`src/rtl/alu_op_scheduler.sv`:
```
// alu_op_scheduler
//
// Front-end that shares the enable-gated 4-bit ALU function units between two
// requesters. One operation is in flight at a time. Round-robin arbitration
// picks a requester on contention. The captured operands are driven, together
// with a one-hot unit enable, for ALU_LAT cycles. The ALU result is then
// captured and held on the owner's response port until it is taken.
//
// Parameters
//   ALU_LAT     cycles the unit enable is held before sampling (legal 1..15)
//
// Ports
//   clk, rst_n                    clock, asynchronous active-low reset
//   reqN_valid/ready              request handshake, N = 0, 1
//   reqN_op/a/b                   opcode (one-hot unit index) and operands
//   rspN_valid/ready              response handshake, N = 0, 1
//   rspN_y/c                      result and carry; zero while not valid
//   alu_en                        one-hot function-unit enable, bit = opcode
//   alu_a/alu_b                   operands to all units; zero outside ISSUE
//   alu_y/alu_c                   OR-combined unit result and carry
//   busy                          high whenever not idle

module alu_op_scheduler #(
   parameter int unsigned ALU_LAT = 1
) (
   input  logic       clk,
   input  logic       rst_n,

   input  logic       req0_valid,
   output logic       req0_ready,
   input  logic [2:0] req0_op,
   input  logic [3:0] req0_a,
   input  logic [3:0] req0_b,

   input  logic       req1_valid,
   output logic       req1_ready,
   input  logic [2:0] req1_op,
   input  logic [3:0] req1_a,
   input  logic [3:0] req1_b,

   output logic       rsp0_valid,
   input  logic       rsp0_ready,
   output logic [3:0] rsp0_y,
   output logic       rsp0_c,

   output logic       rsp1_valid,
   input  logic       rsp1_ready,
   output logic [3:0] rsp1_y,
   output logic       rsp1_c,

   output logic [7:0] alu_en,
   output logic [3:0] alu_a,
   output logic [3:0] alu_b,
   input  logic [3:0] alu_y,
   input  logic       alu_c,

   output logic       busy
);

   // Counter reload: the last ISSUE cycle is the one where cnt reaches zero.
   localparam logic [3:0] CntInit = 4'(ALU_LAT - 1);

   typedef enum logic [1:0] {
      StIdle,
      StIssue,
      StResp
   } state_e;

   state_e     state_q, state_d;
   logic       last_grant_q, last_grant_d;
   logic [2:0] op_q, op_d;
   logic [3:0] a_q, a_d;
   logic [3:0] b_q, b_d;
   logic [3:0] cnt_q, cnt_d;
   logic [3:0] res_y_q, res_y_d;
   logic       res_c_q, res_c_d;
   logic       owner_q, owner_d;

   logic       grant;
   logic       req_fire;
   logic       rsp_fire;

   // Arbitration: a lone requester wins; on a tie the one not granted last
   // time wins. last_grant resets to 1 so requester 0 takes the first tie.
   always_comb begin
      grant = 1'b0;
      if (req0_valid && req1_valid) begin
         grant = ~last_grant_q;
      end else if (req1_valid) begin
         grant = 1'b1;
      end
   end

   always_comb begin
      req0_ready = (state_q == StIdle) && req0_valid && !grant;
      req1_ready = (state_q == StIdle) && req1_valid && grant;
      req_fire   = req0_ready || req1_ready;
   end

   // Response side: only the owner sees valid; data is forced to zero
   // whenever the corresponding valid is low.
   always_comb begin
      rsp0_valid = (state_q == StResp) && !owner_q;
      rsp1_valid = (state_q == StResp) && owner_q;
      rsp0_y     = rsp0_valid ? res_y_q : 4'h0;
      rsp0_c     = rsp0_valid ? res_c_q : 1'b0;
      rsp1_y     = rsp1_valid ? res_y_q : 4'h0;
      rsp1_c     = rsp1_valid ? res_c_q : 1'b0;
      rsp_fire   = (rsp0_valid && rsp0_ready) || (rsp1_valid && rsp1_ready);
   end

   // ALU drive: units are only enabled, and only see operands, during ISSUE.
   always_comb begin
      alu_en = 8'h00;
      alu_a  = 4'h0;
      alu_b  = 4'h0;
      if (state_q == StIssue) begin
         alu_en = 8'h01 << op_q;
         alu_a  = a_q;
         alu_b  = b_q;
      end
   end

   assign busy = (state_q != StIdle);

   // Next-state logic
   always_comb begin
      state_d      = state_q;
      last_grant_d = last_grant_q;
      op_d         = op_q;
      a_d          = a_q;
      b_d          = b_q;
      cnt_d        = cnt_q;
      res_y_d      = res_y_q;
      res_c_d      = res_c_q;
      owner_d      = owner_q;

      unique case (state_q)
         StIdle: begin
            if (req_fire) begin
               owner_d = grant;
               op_d    = grant ? req1_op : req0_op;
               a_d     = grant ? req1_a  : req0_a;
               b_d     = grant ? req1_b  : req0_b;
               cnt_d   = CntInit;
               state_d = StIssue;
            end
         end
         StIssue: begin
            if (cnt_q == 4'd0) begin
               res_y_d = alu_y;
               res_c_d = alu_c;
               state_d = StResp;
            end else begin
               cnt_d = cnt_q - 4'd1;
            end
         end
         StResp: begin
            // Result is held indefinitely until the owner takes it.
            if (rsp_fire) begin
               last_grant_d = owner_q;
               state_d      = StIdle;
            end
         end
         default: begin
            state_d = StIdle;
         end
      endcase
   end

   // State registers; reset drops any in-flight transaction.
   always_ff @(posedge clk or negedge rst_n) begin
      if (!rst_n) begin
         state_q      <= StIdle;
         last_grant_q <= 1'b1;
         op_q         <= 3'd0;
         a_q          <= 4'h0;
         b_q          <= 4'h0;
         cnt_q        <= 4'd0;
         res_y_q      <= 4'h0;
         res_c_q      <= 1'b0;
         owner_q      <= 1'b0;
      end else begin
         state_q      <= state_d;
         last_grant_q <= last_grant_d;
         op_q         <= op_d;
         a_q          <= a_d;
         b_q          <= b_d;
         cnt_q        <= cnt_d;
         res_y_q      <= res_y_d;
         res_c_q      <= res_c_d;
         owner_q      <= owner_d;
      end
   end

endmodule

```
`config.mk`:
```
export PLATFORM = sky130hd
export DESIGN_NAME = alu_op_scheduler
export DESIGN_NICKNAME = d
export VERILOG_FILES = /design/src/rtl/alu_op_scheduler.sv
export SDC_FILE = /design/constraint.sdc
export NUM_CORES = 1
export LEC_CHECK = 0
export ABC_AREA = 1
export CELL_PAD_IN_SITES_DETAIL_PLACEMENT = 0
export CELL_PAD_IN_SITES_GLOBAL_PLACEMENT = 1
export CORE_ASPECT_RATIO = 1.25
export CORE_MARGIN = 2
export CORE_UTILIZATION = 31
export DETAILED_ROUTE_END_ITERATION = 8
export GPL_TIMING_DRIVEN = 0
export PLACE_DENSITY_LB_ADDON = 0.1
export SYNTH_ARGS = -nofsm -noshare
export SYNTH_HDL_FRONTEND = slang
export SYNTH_SLANG_ARGS = --single-unit
export TNS_END_PERCENT = 100
```
`constraint.sdc`:
```
create_clock -name clk -period 2.4 [get_ports clk]
set_input_delay 0.36 -clock clk [delete_from_list [all_inputs] [get_ports clk]]
set_output_delay 0.36 -clock clk [all_outputs]
set_load 0.02 [all_outputs]
```
==> out/metrics.cfg, run 1 <==
[critical_path]
path_depth = 4
critical_path_class = flip-flop to output port
cp_top_family = buffers and inverters
worstPathMaxFanout = 7
crit_chain = nor2_4 > nand2_1 > nor2_1 > clkdlybuf4s50_1
reg2reg_slack_ns = 1.01
crit_arrival_ns = 1.87
path_buf_inv = 1
rr_endpoint = cnt_q[3]$_DFFE_PN0P_
cp-endpoint = alu_en[3]
slowest_delay_ns = 0.61
rr_startpoint = cnt_q[0]$_DFFE_PN0P_
cp-end-kind = output port
rr_worst_depth = 7
start_kind = flip-flop
cp-startpoint = state_q[1]$_DFFE_PN0P_
crit_required_ns = 2.04
cp_slowest_cell = clkdlybuf4s50_1

[cts]
cts_tree = yes
cts.clk_slew.worst_paths_ns = 0.09
clk_latency_ns = 0.27
ctsLongestPathBuffers = 2
htreeDepth = 1
clock-sinks = 24
hold_buffers = 0
clock-root-buffer = clkbuf_8
cts_buffers = 3
postCtsSetupBuffers = 0

[synthesis]
ys.flop_type = dfrtp_1
yosysSeqAreaShare = 0.4161
ys_ff_latch = 24
synthTopCellsByCount = 61 x nand2_1, 33 x nor2_1, 26 x inv_1, 23 x dfrtp_1, 14 x o21ai_2
synthArstFlopShare = 1.000
synth.distinct_cells = 22
yosysTopAreaCell = dfrtp_1
synth_area_per_cell_um2 = 7.342
netlist_top_cells_area = dfrtp_1 40%, nand2_1 16%, nor2_1 8.6%
syn_nets = 232
synthCells = 197
netlist_area_um2 = 1446
yosys_warnings = 0
yosysMostFrequentCell = nand2_1
synth-edff-count = 0
netlist.area_leader.share = 0.3979

[floorplan]
start_util = 0.3244
core_um2 = 4459
die_x_um = 65.10
io_pins = 64
die_h_um = 80.37
die_area_um2 = 5232
rows = 27

[run_status]
status = finished, final reports clean

[sta]
relSlewSlack = 0.2636
fin_tns_setup_ns = 0
rsz0062_at_grt = no
drv_slew = 0
worst_slew_pin_slew_ns = 1.101
hold_viol_final = 0
fmax_mhz = 449.3
whs_ns = 0.4980
setup_ws_ns = 0.1743
setup_viol = 0
fin_skew_ns = 0.007364
min_period_over_period = 0.9274
min_period_ns = 2.226

[finish]
nets = 299
instances_no_fill = 321
antenna_cells = 0
area_growth_pct = 51.90
final.fill_count = 480
drive_gt1_frac = 0.1369

[power_and_ir_drop]
power_mw = 2.381
p_leak_nw = 1.078
powerDensity_nw_per_um2 = 1084
peakVddDrop_mv = 0.4953

[detailed_routing]
via_count = 1392
viasPerCell = 4.336
wirelength_mm = 3.722
drtIter0Drc = 28
postRouteAntennaNets = 0
routedWlPerCell_um = 11.60
remaining_drc_errors = 0
firstDrtPassIters = 4

[placement]
place.gp.congestion = 0.7103
io_buffers = 63
hpwl_mm = 2.787
dp_slack_ns = -0.06636
dp_cells = 318

[global_routing]
first_global_vias = 1439
grtUsageTotal = 0.1538
grt_pass1_wl_mm = 6.313
antenna_found_initial = 0
gr-total-overflow = 0
grt_max_degree = 25

[hold_path]
hold_path_class = flip-flop to flip-flop

[job]
cap_violations = 0

-- tightest hold or removal path: cells and delay by family, from the launching register on --
kind	cells	cell delay [ns]
AO/OA/AOI/OAI	2	0.12
flip-flops	1	0.38
-- flip-flops by register name, indices dropped and copies added (netlist names) --
name,count
state_q,2
cnt_q,4
op_q,3
res_y_q,4
last_grant_q,1
a_q,4
b_q,4
res_c_q,1
owner_q,1
-- kinds of logic (layout without fill, tap and decap cells) --
kind of cell	count (synthesis)	in the layout	share of synthesized area
adders and majority gates	2	2	0.01730
buffers and inverters	37	103	0.1211
AOI/OAI and AO/OA	25	25	0.1298
DFF	24	24	0.4161
and+or+nand+nor	109	109	0.3157
-- cells in the final DEF, fill, tap and decap left out, types with 2 or more instances in the layout --
master,Yosys,routed
buf_6,2,2
clkbuf_8,0,3
clkdlybuf4s50_1,0,61
dfrtp_1,23,23
dlymetal6s2s_1,0,2
ha_1,2,2
inv_1,26,26
inv_2,5,4
inv_4,1,2
nand2_1,61,61
nand2_2,5,5
nand3_1,7,7
nor2_1,33,33
o21ai_0,2,2
o21ai_1,6,6
o21ai_2,14,14
-- worst min path at each step --
stage,start,end,slack [ns],cells past startpoint
6_report,last_grant_q$_DFFE_PN1P_,last_grant_q$_DFFE_PN1P_,0.50,2
5_1_grt,last_grant_q$_DFFE_PN1P_,last_grant_q$_DFFE_PN1P_,0.50,2
4_1_cts,last_grant_q$_DFFE_PN1P_,last_grant_q$_DFFE_PN1P_,0.50,2
3_5_place_dp,last_grant_q$_DFFE_PN1P_,last_grant_q$_DFFE_PN1P_,0.48,2
3_3_place_gp,last_grant_q$_DFFE_PN1P_,last_grant_q$_DFFE_PN1P_,0.48,2
2_1_floorplan,rst_n,a_q[0]$_DFFE_PN0P_,0.06,0
-- power breakdown --
group          total (mW)  internal, mW  switching (mW)
logic                1.45         0.590           0.859
registers           0.687         0.599          0.0888
clock network       0.245         0.119           0.126
total                2.38          1.31            1.07
-- metrics by stage --
stage / utilization / area [um2]
floorplan: - / 1446
CTS: 0.4910 / 2190
detailed placement: 0.4820 / 2150
finish: 0.4927 / 2197
global route: 0.4927 / 2197
global placement: 0.4820 / 2150
-- repair_timing --
| action | CTS | global route |
|---|---|---|
| pin swaps | 0 | 0 |
| setup endpoints to repair | 2 | 2 |
| gates resized for setup | 0 | 3 |
-- per-layer routing --
metal  global-route usage  share of wire
met2               0.2691           0.47
met4              0.05417          0.012
met3              0.02801          0.054
met1               0.1884           0.46
met5                    0              0
-- area by class of cell --
cell class / instances / area (um2) / share of cell area
Buffer: 4 / 47.55 / 0.02164
Clock buffer: 4 / 45.04 / 0.02050
Inverter: 32 / 125.1 / 0.05695
Multi-Input combinational cell: 136 / 669.4 / 0.3047
Sequential cell: 24 / 601.8 / 0.2739
Tap cell: 58 / 72.57 / 0.03303
Timing Repair Buffer: 63 / 635.6 / 0.2893
No activity file was read; power rests on OpenSTA's default activity.
==> run 2, diff against run 1 <==
CORE_ASPECT_RATIO = unset   (was 1.25)
==> out/metrics.cfg, run 2 (same netlist as run 1, synthesis figures left out) <==
[finish]
most-common-layout-cells = 61 x nand2_1, 61 x clkdlybuf4s50_1, 33 x nor2_1, 26 x inv_1, 23 x dfrtp_1
finalInstanceArea_um2 = 2211  ; +0.63%
final.fill_count = 462  ; -3.8%
nets = 300  ; +0.33%
drive_gt1_frac = 0.1439  ; +0.007057
final_util = 0.5009  ; +0.008145
instances_no_fill = 316  ; -1.6%
antenna_cells = 0  ; unchanged
area_growth_pct = 52.85

[critical_path]
crit_required_ns = 2.04  ; about the same
rr_endpoint = cnt_q[3]$_DFFE_PN0P_
reg2reg_slack_ns = 1.02  ; about the same
rr_startpoint = cnt_q[0]$_DFFE_PN0P_
start_kind = flip-flop
worstPathMaxFanout = 7  ; unchanged
cp-end-kind = output port
rr_worst_depth = 7  ; unchanged
crit_arrival_ns = 1.86  ; about the same
critical_path_class = flip-flop to output port

[floorplan]
io_pins = 64  ; unchanged
die_h_um = 72.31  ; -10%
die_x_um = 72.31  ; +11%
die_area_um2 = 5228  ; about the same
start_util = 0.3277  ; +0.003310
core_um2 = 4414  ; -1.0%
rows = 24  ; -11%

[power_and_ir_drop]
p_leak_nw = 1.071  ; -0.65%
power_mw = 2.472  ; +3.8%
peakVddDrop_mv = 0.5437  ; +9.8%
powerDensity_nw_per_um2 = 1118  ; +3.2%

[global_routing]
grtUsageTotal = 0.1471  ; -0.006650
first_global_vias = 1362  ; -5.4%
grt_max_degree = 25  ; unchanged
grt_pass1_wl_mm = 6.030  ; -4.5%
gr-total-overflow = 0  ; unchanged
antenna_found_initial = 0  ; unchanged

[placement]
place.gp.congestion = 0.8085  ; +14%
io_buffers = 63  ; unchanged
dp_slack_ns = -0.05692  ; +0.009437 ns
dpl_cell_area_um2 = 2142  ; -0.35%
hpwl_mm = 2.758  ; -1.0%
dp_cells = 312  ; -1.9%

[cts]
htreeDepth = 1  ; unchanged
clk_latency_ns = 0.26  ; about the same
ctsLongestPathBuffers = 2  ; unchanged
clock-sinks = 24  ; unchanged
postCtsSetupBuffers = 0  ; unchanged
clock-root-buffer = clkbuf_8
cts_buffers = 3  ; unchanged
cts.clk_slew.worst_paths_ns = 0.08  ; about the same
cts_tree = yes

[sta]
worst_slew_pin_slew_ns = 1.061  ; -0.04031 ns
setup_ws_ns = 0.1796  ; +0.005347 ns
hold_viol_final = 0  ; unchanged
fin_tns_setup_ns = 0  ; unchanged
min_period_ns = 2.220  ; -0.005347 ns
fmax_mhz = 450.4  ; +0.24%
setup_viol = 0  ; unchanged
min_period_over_period = 0.9252  ; -0.002228
relSlewSlack = 0.2906  ; +0.02696
fin_skew_ns = 0.005569  ; -0.001794 ns
drv_slew = 0  ; unchanged
whs_ns = 0.4956  ; -0.002408 ns
rsz0062_at_grt = no

[detailed_routing]
topRoutingLayerUsed = met4
postRouteAntennaNets = 0  ; unchanged
routedWlPerCell_um = 11.29  ; -2.6%
firstDrtPassIters = 4  ; unchanged
viasPerCell = 4.506  ; +3.9%
wirelength_mm = 3.567  ; -4.2%
remaining_drc_errors = 0  ; unchanged
via_count = 1424  ; +2.3%
drtIter0Drc = 65  ; +130%
wl_met3_um = 277  ; +37%
dr_wl_met2_mm = 1.581  ; -9.7%
wl_met1_mm = 1.685  ; -2.2%

[hold_path]
worstHoldStart = last_grant_q$_DFFE_PN1P_
hold_path_class = flip-flop to flip-flop
whs_path_depth = 2  ; unchanged
whs_endpoint = last_grant_q$_DFFE_PN1P_

[run_status]
status = finished, final reports clean

[job]
cap_violations = 0  ; unchanged

==> run 2: final cells by class <==
class,instances,area (um2),area share
plain buffers,5,52.55,0.02377
clock buffers,3,41.29,0.01868
clock inverters,1,30.03,0.01358
inverters,32,122.6,0.05546
multi-input cells,136,669.4,0.3028
flip-flops and latches,24,601.8,0.2722
well taps,52,65.06,0.02943
repair buffers,63,628.1,0.2841
==> run 2: what timing repair did <==
| item | CTS | global route |
|---|---|---|
| endpoints found under the setup margin | 2 | 0 |
| hold buffers | 0 | 0 |
| resized for setup | 2 | 0 |
==> run 2: per-layer routing <==
layer	track usage	vias to the layer above
li1	-	737
met1	0.1974	633
met2	0.2365	50
met3	0.02500	4
met4	0.05870	0
met5	0	-
==> run 2: worst max-delay path by stage <==
stage	startpoint	to	slack (ns)	cells after the start
3_5_place_dp	req0_valid	req1_ready	-0.06	8
3_3_place_gp	req0_valid	req1_ready	-0.06	8
5_1_grt	state_q[1]$_DFFE_PN0P_	alu_en[7]	0.01	4
2_1_floorplan	last_grant_q$_DFFE_PN1P_	req0_ready	0.91	5
4_1_cts	state_q[1]$_DFFE_PN0P_	alu_en[3]	0.15	4
6_report	state_q[1]$_DFFE_PN0P_	alu_en[3]	0.18	4
==> run 2: critical path: stages (launching register included) <==
cell             delay (ns)
dfrtp_1                0.46
nor2_4                 0.26
nand2_1                0.15
nor2_1                 0.11
clkdlybuf4s50_1        0.61
==> run 2: power by group <==
part           switching, mW  internal [mW]  leakage [nW]
Sequential            0.0892          0.599         0.298
Clock                  0.124          0.223        0.0357
Combinational          0.850          0.587         0.738
